==> src/rtl/demux_pkg.sv <==
// Shared types and helpers for the registered stream demultiplexer.
package demux_pkg;

    typedef enum logic {IDLE, PKT} demux_state_t;

    // Select width for N destinations; never narrower than one bit.
    function automatic int sel_width(input int n);
        return (n <= 2) ? 1 : $clog2(n);
    endfunction

endpackage

==> src/rtl/demux_slot.sv <==
// One-entry output register slot with valid/ready handshake and same-cycle drain/refill.
module demux_slot #(
    parameter int WIDTH = 8
) (
    input  logic             clk,
    input  logic             reset,
    input  logic             ld,
    input  logic [WIDTH-1:0] data,
    input  logic             last,
    input  logic             out_ready,
    output logic [WIDTH-1:0] out_data,
    output logic             out_last,
    output logic             out_valid,
    output logic             free
);

    // A full slot is reusable in the same cycle it is drained.
    assign free = ~out_valid | out_ready;

    always_ff @(posedge clk or negedge reset) begin
        if (!reset) begin
            out_data  <= '0;
            out_last  <= 1'b0;
            out_valid <= 1'b0;
        end else if (ld) begin
            out_data  <= data;
            out_last  <= last;
            out_valid <= 1'b1;
        end else if (out_valid && out_ready) begin
            out_valid <= 1'b0;
        end
    end

endmodule

==> src/rtl/stream_demux.sv <==
// Registered 1-to-N stream demux: selection locks on a packet's head beat and holds to its last beat.
module stream_demux
    import demux_pkg::*;
#(
    parameter  int WIDTH = 8,
    parameter  int N_OUT = 2,
    parameter  int CNT_W = 16,
    localparam int SEL_W = sel_width(N_OUT)
) (
    input  logic                        clk,
    input  logic                        reset,
    input  logic [WIDTH-1:0]            in_data,
    input  logic [SEL_W-1:0]            in_sel,
    input  logic                        in_last,
    input  logic                        in_valid,
    output logic                        in_ready,
    output logic [N_OUT-1:0][WIDTH-1:0] out_data,
    output logic [N_OUT-1:0]            out_last,
    output logic [N_OUT-1:0]            out_valid,
    input  logic [N_OUT-1:0]            out_ready,
    output logic [CNT_W-1:0]            drop_cnt
);

    demux_state_t     state, state_nxt;
    logic [SEL_W-1:0] locked_sel, locked_sel_nxt;
    logic [SEL_W-1:0] dest;
    logic             dest_ok;
    logic             accept;
    logic [N_OUT-1:0] free;
    logic [N_OUT-1:0] ld;

    assign dest    = (state == PKT) ? locked_sel : in_sel;
    assign dest_ok = int'(dest) < N_OUT;
    // Out-of-range destinations are always accepted so the packet can be discarded.
    assign in_ready = dest_ok ? free[dest] : 1'b1;
    assign accept   = in_valid & in_ready;

    always_ff @(posedge clk or negedge reset) begin
        if (!reset) begin
            state      <= IDLE;
            locked_sel <= '0;
        end else begin
            state      <= state_nxt;
            locked_sel <= locked_sel_nxt;
        end
    end

    always_comb begin
        state_nxt      = state;
        locked_sel_nxt = locked_sel;
        case (state)
            IDLE: if (accept && !in_last) begin
                state_nxt      = PKT;
                locked_sel_nxt = in_sel;
            end
            PKT: if (accept && in_last) state_nxt = IDLE;
            default: state_nxt = IDLE;
        endcase
    end

    always_ff @(posedge clk or negedge reset) begin
        if (!reset)
            drop_cnt <= '0;
        else if (accept && !dest_ok && drop_cnt != {CNT_W{1'b1}})
            drop_cnt <= drop_cnt + 1'b1;
    end

    for (genvar k = 0; k < N_OUT; k++) begin : g_slot
        assign ld[k] = accept & dest_ok & (dest == SEL_W'(k));

        demux_slot #(.WIDTH(WIDTH)) u_slot (
            .clk       (clk),
            .reset     (reset),
            .ld        (ld[k]),
            .data      (in_data),
            .last      (in_last),
            .out_ready (out_ready[k]),
            .out_data  (out_data[k]),
            .out_last  (out_last[k]),
            .out_valid (out_valid[k]),
            .free      (free[k])
        );
    end

endmodule

==> config.mk <==
export PLATFORM = sky130hd
export DESIGN_NAME = stream_demux
export DESIGN_NICKNAME = d
export VERILOG_FILES = /design/src/rtl/demux_pkg.sv /design/src/rtl/demux_slot.sv /design/src/rtl/stream_demux.sv
export SDC_FILE = /design/constraint.sdc
export NUM_CORES = 1
export LEC_CHECK = 0
export CAP_MARGIN = 20
export CORE_MARGIN = 5
export CORE_UTILIZATION = 25
export DETAILED_ROUTE_END_ITERATION = 10
export DONT_BUFFER_PORTS = 1
export GPL_ROUTABILITY_DRIVEN = 0
export PLACE_DENSITY = 0.44
export SYNTH_ARGS = -nofsm -noshare
export SYNTH_HDL_FRONTEND = slang
export SYNTH_SLANG_ARGS = --single-unit
==> constraint.sdc <==
create_clock -name clk -period 1.6 [get_ports clk]
set_input_delay 0.32 -clock clk [delete_from_list [all_inputs] [get_ports clk]]
set_output_delay 0.32 -clock clk [all_outputs]
set_load 0.05 [all_outputs]
# Word-level counts from Yosys, hierarchy flattened

Index checks and enable logic that the tools add are counted.

Memory bits (read-only): 0
Input bits: 15
Bits in writable memories: 0
Memories: 0
Word-level logic and storage cells: 36
Register bits: 22
Bits in latches: 0

Order comparisons: 1
Shifts and indexed selects: 0
Reductions and logical operators: 8
Multiplexer cells: 10
Eq/ne operators: 0
Multiply operators: 0
Divide/modulo/power cells: 0
Bitwise operators: 9
Add/sub/neg operators: 0

Operators with widths:

| cell                 | count |
|---|---|
| $mux W1              | 9 |
| $logic_and A1 B1 Y1  | 4 |
| $not A1 Y1           | 4 |
| $reduce_bool A2 Y1   | 2 |
| $and A1 B1 Y1        | 3 |
| $lt A1 B2 Y1 const B | 1 |
| $or A1 B1 Y1         | 2 |
| $pmux W1 S2          | 1 |
| $reduce_and A2 Y1    | 1 |
| $logic_not A1 Y1     | 1 |

# Depth between registers and ports, before layout

Gate-level depths: netlist (run 1).

Depth after elaboration: 8
Depth in mapped cells: 5
Gate-level depth less buffers: 4

# Hierarchy

Synthesis (run 1) repeated with hierarchy kept, for this count alone.

Cell total of the unflattened synthesis: 76
Area, all modules: 1,091.0 µm²

By module, submodules not included:

| module       | area an instance (µm²) | instances | cells an instance |
|---|---|---|---|
| demux_slot   | 409.1                  | 2         | 22 |
| stream_demux | 272.8                  | 1         | 32 |

# Least setup slack after synthesis (run 1)

OpenSTA, ideal clock, no wires.

Path type: flip-flop to output port
Start: register (tool-made name)
End: output port in_ready
Data required time: 1,280 ps
Arrival: 1,164 ps
Stages on the path, launching flop included: 3
Path buffers: 0
Path slack: 116 ps
Cells stage by stage: dfrtp_1 mux2i_1 mux2_2

RTL lines:

| what             | RTL line           | text |
|---|---|---|
| end: declaration | stream_demux.sv:16 | `output logic in_ready,` |

==> run_results.csv, run 1 <==
group,metric,value,unit
setup_path,slowest_stage,"mux2_4",
yosys,synth_largest_area_cell,"dfrtp_1",
clock_tree,cts-root-buf,"clkbuf_8",
clock_tree,clock_sinks,22,
floorplan,coreArea,4290,µm²
setup_path,rrSetupSlack,0,ns
clock_tree,clk_latency,0.25,ns
placed_design,dp_slack,0.0378,ns
floorplan,floorplan.die_area,5800,µm²
placed_design,dp_hpwl,1.60,mm
global_route,grt-ovfl-total,0,
global_route,grt_pass1_wl,3.22,mm
setup_path,reg2regPathDepth,5,
run,maxCapViolCount,0,
clock_tree,ctsHtreeMaxLevel,1,
global_route,antenna_found_initial,0,
drt,wl_per_cell,15.6,µm
yosys,async_flop_share,100,%
finish,final_util,28.4,%
floorplan,start_util,25.5,%
floorplan,ios,52,
hold_path,hp-class,"in -> reg",
setup_path,crit_arrival,1.32,ns
setup_path,path_class,"reg -> out",
floorplan,rows,24,
floorplan,die-height,76.2,µm
yosys,avgSynthCellArea,14.6,µm²
drt,wirelength,2.09,mm
yosys,yosysUniqueCellTypes,16,
yosys,ys.warnings.count,0,
global_route,grt_pass1_vias,544,
hold_path,min_path_cells,1,
yosys,synthFlopType,"dfrtp_1",
sta,tightest_slew,0.567,ns
hold_path,hold_path_end,"g_slot[1].u_slot.out_data[6]",
sta,layout_min_cycle_time,1.64,ns
run_status,violations,"setup timing",
drt,drt_iter0_markers,16,
drt,dr_wl_met2,1.01,mm
run_status,status,"complete, but fails checks",
hold_path,holdCritStartpoint,"in_data[6]",
yosys,synth.top_cell.area_share,50.3,%
placed_design,place_inst,126,
finish,nets,99,
global_route,grtUsageTotal,7.22,%
sta,fin_tns_setup,-0.0428,ns
yosys,yosysMostFrequentCell,"dfrtp_1",
clock_tree,clock_path_buffers,2,
sta,rsz0062_at_grt,"true",
sta,worst_clock_skew,0.00180,ns
setup_path,cp_num_buf_inv,0,
drt,drc,0,
yosys,synth_area,1090,µm²
drt,vias,535,
setup_path,r2r_end,"locked_sel",
drt,wl_met3,291,µm
floorplan,die_w,76.2,µm
sta,hold_viol_final,0,
yosys,netlist_instances,75,
setup_path,cp_max_fo,2,
setup_path,cp-start-kind,"flip-flop",
sta,setup_viol,2,
finish,area_growth,11.3,%
clock_tree,cts_tree,"built",
yosys,synth_edf_count,0,
finish,drive_above_1_share,45.1,%
sta,setup_slack,-0.0402,ns
finish,fin_cells,134,
global_route,grt_max_degree,23,
setup_path,crit_path_end_kind,"output pin",
finish,diodes,0,
setup_path,worstPathRequired,1.28,ns
yosys,synth.area.top_cells,"dfrtp_1 50%, mux2_4 19%, buf_4 14%",
drt,drt-pass1-iter-count,3,
yosys,synth_seq_area_share,50.3,%
drt,m1WireLength,760,µm
setup_path,path_delay_family,"multiplexers",
clock_tree,cts.clk_slew.worst_paths,0.07,ns
yosys,ys_ff_latch,22,
drt,highest-signal-layer,"met4",
drt,vias_per_cell,3.99,
sta,fmax,0.610,GHz
drt,ant_nets,0,
setup_path,crit_chain,"mux2i_2 -> mux2_4",
sta,relSlewSlack,62.1,%
yosys,synthTopCellsByCount,"22 x dfrtp_1, 20 x buf_4, 14 x mux2_4, 5 x mux2_2",
setup_path,cp_slowest_stage_delay,0.41,ns
placed_design,port_buffers,0,
sta,slew_violations,0,
clock_tree,cts_made_buffers,3,
sta,fin_crit_sh,103,%
cell type report:
type	count	area, µm²
clock buffers	3	41.3
repair buffers	11	104
well taps	52	65.1
fillers	444	3080
flip-flops and latches	22	551
multi-input cells	46	458
worst max-delay path by stage:
stage | end | cells after the start | from | slack [ns]
after global placement | in_ready | 2 | flip-flop | 0.06
after floorplan | in_ready | 2 | flip-flop | 0.12
after CTS | in_ready | 2 | flip-flop | -0.04
final | in_ready | 2 | flip-flop | -0.04
after global routing | in_ready | 2 | flip-flop | -0.1
after detailed placement | g_slot[1].u_slot.out_data[2] | 4 | flip-flop | 0.04
what timing repair did:
action / in CTS / in global routing
pin swaps: 0 / 2
hold endpoints to repair: 22 / 0
gates resized for setup: 2 / 8
buffers inserted: 2 / 1
hold buffers: 1 / 0
setup endpoints to repair: 1 / 11
flip-flops by register name, indices dropped and copies added, names as in the netlist, named ones only:
| signal | count |
|---|---|
| g_slot.u_slot.out_last | 2 |
| g_slot.u_slot.out_valid | 2 |
| g_slot.u_slot.out_data | 16 |
| locked_sel | 1 |
through the flow:
step           hold slack (ns)  area [µm²]
3_3_place_gp            0.0250        1080
4_1_cts                  0.197        1160
2_1_floorplan           0.0244        1150
6_report                 0.210        1220
3_5_place_dp            0.0250        1080
5_1_grt                  0.189        1220
placed cells by master (no fill, tap or decap), drive strengths merged:
cell type	netlist	routed
a211oi	1	1
dfrtp	22	22
nand3	1	1
mux2i	1	1
dlygate4sd3	0	1
conb	1	16
mux2	20	20
nand2	2	2
a21oi	1	1
clkbuf	0	3
nand3b	1	1
buf	22	10
nand2b	2	2
a31o	1	1
per-layer routing:
| layer | track usage [%] | vias to the layer above |
|---|---|---|
| li1 | - | 231 |
| met1 | 8.00 | 270 |
| met2 | 10.9 | 32 |
| met3 | 4.61 | 2 |
| met4 | 3.15 | 0 |
| met5 | 0 | - |
logic make-up after synthesis:
| kind of cell | Yosys count | synth area share (%) |
|---|---|---|
| multiplexers | 21 | 26.3 |
| buffers and inverters | 22 | 16.1 |
| AND/OR/NAND/NOR | 6 | 4.57 |
| flip-flops | 22 | 50.3 |
| other | 1 | 0.343 |
| AO/OA/AOI/OAI | 3 | 2.40 |
Power of run 1 is not shown: default switching activity piles up to over one toggle a cycle in this logic, so the estimate is an artifact.
==> run 2: changes to the inputs <==
- CORE_ASPECT_RATIO: default -> 0.5
==> run 2 against run 1 <==
The run still ends with setup timing left; hold slack lost 0.0097 ns; count of clock-buffer cells in the layout unchanged; core utilization about the same; design area rose by 0.41%; flip-flop and latch count unchanged; highest routed layer unchanged.
==> run_results.csv, run 2 (synthesis gave the netlist of run 1 again) <==
group,metric,value,unit
run_status,status,"complete, but fails checks",
run_status,violations,"setup timing",
finish,final_cell_mix,"22 x dfrtp_1, 16 x conb_1, 15 x mux2_4",
hold_path,hold_path_end,"locked_sel",
sta,rsz0062_at_grt,"true",
placed_design,port_buffers,0,
finish,layout_commonest_cell,"dfrtp_1",
global_route,grtUsageTotal,6.89,%
clock_tree,ctsHtreeMaxLevel,1,
drt,vias_per_cell,3.83,
floorplan,floorplan.die_area,5880,µm²
sta,worst_clock_skew,0.00495,ns
clock_tree,clock_sinks,22,
floorplan,start_util,25.4,%
run,maxCapViolCount,0,
global_route,top_usage_layer,"met2",
global_route,use_met1,7.30,%
finish,fin_cells,139,
global_route,grt_pass1_vias,566,
global_route,grt-ovfl-total,0,
hold_path,hp-class,"in -> reg",
finish,multi_input_area,439,µm²
floorplan,die_w,104,µm
clock_tree,clk_latency,0.26,ns
setup_path,worstPathRequired,1.28,ns
setup_path,crit_arrival,1.36,ns
drt,drt-pass1-iter-count,3,
hold_path,min_path_cells,1,
setup_path,cp-start-kind,"flip-flop",
drt,wirelength,2.01,mm
clock_tree,cts.clk_slew.worst_paths,0.08,ns
finish,nets,99,
placed_design,dp_hpwl,1.47,mm
sta,fmax,0.596,GHz
clock_tree,cts_tree,"built",
clock_tree,cts-root-buf,"clkbuf_8",
sta,fin_tns_setup,-0.0790,ns
finish,diodes,0,
hold_path,holdCritStartpoint,"in_sel",
setup_path,crit_path_end_kind,"output pin",
clock_tree,clock_path_buffers,2,
floorplan,coreArea,4320,µm²
drt,wl_per_cell,14.5,µm
finish,reg_top3,"g_slot.u_slot.out_data (16), g_slot.u_slot.out_last (2), g_slot.u_slot.out_valid (2)",
finish,largest-register,"g_slot.u_slot.out_data",
sta,layout_min_cycle_time,1.68,ns
setup_path,cp_max_fo,3,
finish,drive_above_1_share,43.9,%
global_route,grt_max_degree,23,
floorplan,die-height,56.8,µm
drt,ant_nets,0,
drt,drt_iter0_markers,28,
global_route,grt_pass1_wl,3.08,mm
finish,area_growth,11.8,%
finish,seq_area,551,µm²
sta,fin_crit_sh,105,%
setup_path,reg2regPathDepth,5,
drt,drc,0,
placed_design,dp_slack,-0.00238,ns
sta,slew_violations,0,
global_route,antenna_found_initial,0,
finish,largest_reg_flops,16,
setup_path,rrSetupSlack,0.03,ns
finish,fillers,444,
setup_path,r2r_end,"locked_sel",
sta,setup_viol,1,
global_route,gr-usage-met2,11.1,%
sta,hold_viol_final,0,
floorplan,ios,52,
clock_tree,cts_made_buffers,3,
global_route,grt.met3_usage,3.90,%
setup_path,path_class,"reg -> out",
drt,vias,532,
sta,setup_slack,-0.0790,ns
floorplan,rows,17,
placed_design,place_inst,130,
run 2: cell counts in the layout (fill, tap and decap cells not counted):
No cell type changed its count.
run 2: critical path, stage by stage (launching register included):
cell	delay [ns]
dfrtp_1	0.38
mux2i_2	0.30
mux2_4	0.42
run 2: per-layer routing:
layer | share of wire [%] | up-vias
met3 | 12 | 2
met4 | 1.7 | 0
met5 | 0 | -
met2 | 49 | 26
li1 | - | 230
met1 | 37 | 274
run 2: layout make-up:
class | count | area share, %
clock buffers | 3 | 3.37
multi-input cells | 46 | 35.9
flip-flops and latches | 22 | 45.0
well taps | 57 | 5.83
repair buffers | 11 | 9.92
run 2: worst max path at each step:
stage          cells past startpoint  slack (ns)    endpoint
2_1_floorplan                      2        0.12    in_ready
3_3_place_gp                       4        0.06  locked_sel
3_5_place_dp                       4      -0.002  locked_sel
4_1_cts                            2       -0.08    in_ready
5_1_grt                            2       -0.13    in_ready
6_report                           2       -0.08    in_ready
run 2: stage by stage:
| stage | area, µm² | util, % | hold slack, ns |
|---|---|---|---|
| after floorplan | 1150 | - | 0.0244 |
| after global placement | 1100 | 25.4 | 0.0249 |
| after detailed placement | 1100 | 25.4 | 0.0250 |
| after CTS | 1180 | 27.4 | 0.196 |
| after global routing | 1220 | 28.3 | 0.182 |
| final | 1220 | 28.3 | 0.200 |
run 2: what timing repair did:
item / in CTS / in global routing
resized for setup: 2 / 2
gates cloned: 0 / 0
hold buffers: 1 / 0
setup buffers: 4 / 0
setup endpoints to repair: 2 / 11
endpoints found under the hold margin: 22 / 0
Power of run 2 is left out for the same reason.
==> run 3: changes to the inputs <==
- REMOVE_ABC_BUFFERS: default -> 1
==> run 3 against run 2 <==
The run still ends with setup timing left; hold slack got worse by 0.019 ns; count of clock-buffer cells in the layout is the same; final cell count up 0.72%; clock skew grew 0.0043 ns; via count decreased by 2.3%; critical path depth did not move; sequential share of layout area down 0.68 points; first-iteration DRC count shrank 21%; global-route usage down 0.34 points; critical endpoint unchanged.
==> run_results.csv, run 3 (synthesis gave the netlist of run 1 again) <==
group,metric,value,unit
sta,setup_slack,-0.0381,ns
placed_design,port_buffers,0,
global_route,grt_pass1_wl,2.97,mm
placed_design,dp_hpwl,1.47,mm
sta,setup_viol,1,
setup_path,cp-start-kind,"flip-flop",
setup_path,worstPathRequired,1.28,ns
setup_path,crit_chain,"mux2i_2 -> mux2_4",
floorplan,floorplan.die_area,5880,µm²
floorplan,coreArea,4320,µm²
sta,tightest_slew,0.509,ns
sta,hold_viol_final,0,
finish,area_growth,13.5,%
clock_tree,clk_latency,0.27,ns
global_route,grtUsageTotal,6.55,%
floorplan,ios,52,
clock_tree,clock_path_buffers,2,
clock_tree,ctsHtreeMaxLevel,1,
hold_path,hp-class,"in -> reg",
finish,layout_commonest_cell,"dfrtp_1",
setup_path,cp_slowest_stage_delay,0.41,ns
run_status,status,"complete, but fails checks",
clock_tree,cts_made_buffers,3,
drt,ant_nets,0,
sta,slew_violations,0,
drt,wirelength,2.05,mm
finish,largest-register,"g_slot.u_slot.out_data",
run_status,violations,"setup timing",
clock_tree,cts_tree,"built",
setup_path,path_class,"reg -> out",
sta,layout_min_cycle_time,1.64,ns
finish,largest_reg_flops,16,
run,maxCapViolCount,0,
sta,worst_clock_skew,0.00925,ns
sta,fin_crit_sh,102,%
sta,rsz0062_at_grt,"true",
setup_path,cp_max_fo,2,
setup_path,crit_path_end_kind,"output pin",
clock_tree,clock_sinks,22,
global_route,antenna_found_initial,0,
drt,vias,520,
floorplan,die_w,104,µm
floorplan,die-height,56.8,µm
sta,fmax,0.610,GHz
global_route,grt-ovfl-total,0,
floorplan,rows,17,
setup_path,crit_arrival,1.32,ns
clock_tree,cts.clk_slew.worst_paths,0.09,ns
drt,wl_per_cell,14.6,µm
drt,vias_per_cell,3.71,
finish,final_cell_mix,"22 x dfrtp_1, 16 x conb_1, 15 x mux2_4",
finish,diodes,0,
sta,relSlewSlack,66.1,%
finish,drive_above_1_share,44.6,%
clock_tree,cts-root-buf,"clkbuf_8",
floorplan,start_util,25.4,%
setup_path,slowest_stage,"mux2_4",
drt,drt-pass1-iter-count,2,
placed_design,dp_slack,0.0930,ns
drt,drc,0,
finish,reg_top3,"g_slot.u_slot.out_data (16), g_slot.u_slot.out_last (2), g_slot.u_slot.out_valid (2)",
global_route,grt_max_degree,23,
finish,nets,99,
drt,drt_iter0_markers,22,
global_route,grt_pass1_vias,528,
run 3: cell types whose count changed in the layout (fill, tap and decap cells not counted), sizes merged:
cell and delta:
bufinv +1
run 3: worst paths after layout:
kind | startpoint | to | slack (ns) | cells past startpoint
max in group asynchronous | reset | g_slot[1].u_slot.out_data[2] | 0.88 | 2
hold reg to reg | locked_sel | locked_sel | 0.52 | 1
hold / removal | in_sel | locked_sel | 0.18 | 1
min in group asynchronous | reset | g_slot[0].u_slot.out_data[6] | 0.34 | 1
setup reg to reg | flip-flop | g_slot[1].u_slot.out_data[5] | 0.02 | 6
setup / recovery | flip-flop | in_ready | -0.04 | 2
run 3: stage by stage:
stage                     util, %  cells  hold WS, ns  cell area [µm²]  TNS (ns)
after floorplan                 -     68       0.0244              975    -0.131
after global placement       25.4    130       0.0249             1100         0
after detailed placement     25.4    130       0.0249             1100         0
after CTS                    27.6    136        0.174             1190   -0.0460
after global routing         28.8    140        0.169             1240    -0.130
final                        28.8    140        0.181             1240   -0.0381
run 3: layout make-up:
| cell class | count | area (µm²) |
|---|---|---|
| Sequential cell | 22 | 551 |
| Timing Repair Buffer | 11 | 118 |
| Clock inverter | 1 | 30.0 |
| Multi-Input combinational cell | 46 | 432 |
| Clock buffer | 3 | 41.3 |
| Fill cell | 435 | 3080 |
| Tap cell | 57 | 71.3 |
run 3: timing repair:
action                                  CTS  global route
endpoints found under the setup margin    1             2
endpoints found under the hold margin    22             0
resized for setup                         2             0
hold buffers                              1             0
setup buffers                             1             3
pin swaps                                 1             1
cloned                                    0             0
run 3: metal layers:
metal	track usage, %	routed length [µm]
met5	0	0
met4	2.24	24
met1	6.95	740
met3	3.33	199
met2	11.3	1080
run 3: worst max-delay path, delay by kind of cell, from the launching register on:
kind | cells | cell delay [ns]
multiplexers | 2 | 0.68
flip-flops | 1 | 0.38
Power of run 3 is left out for the same reason.
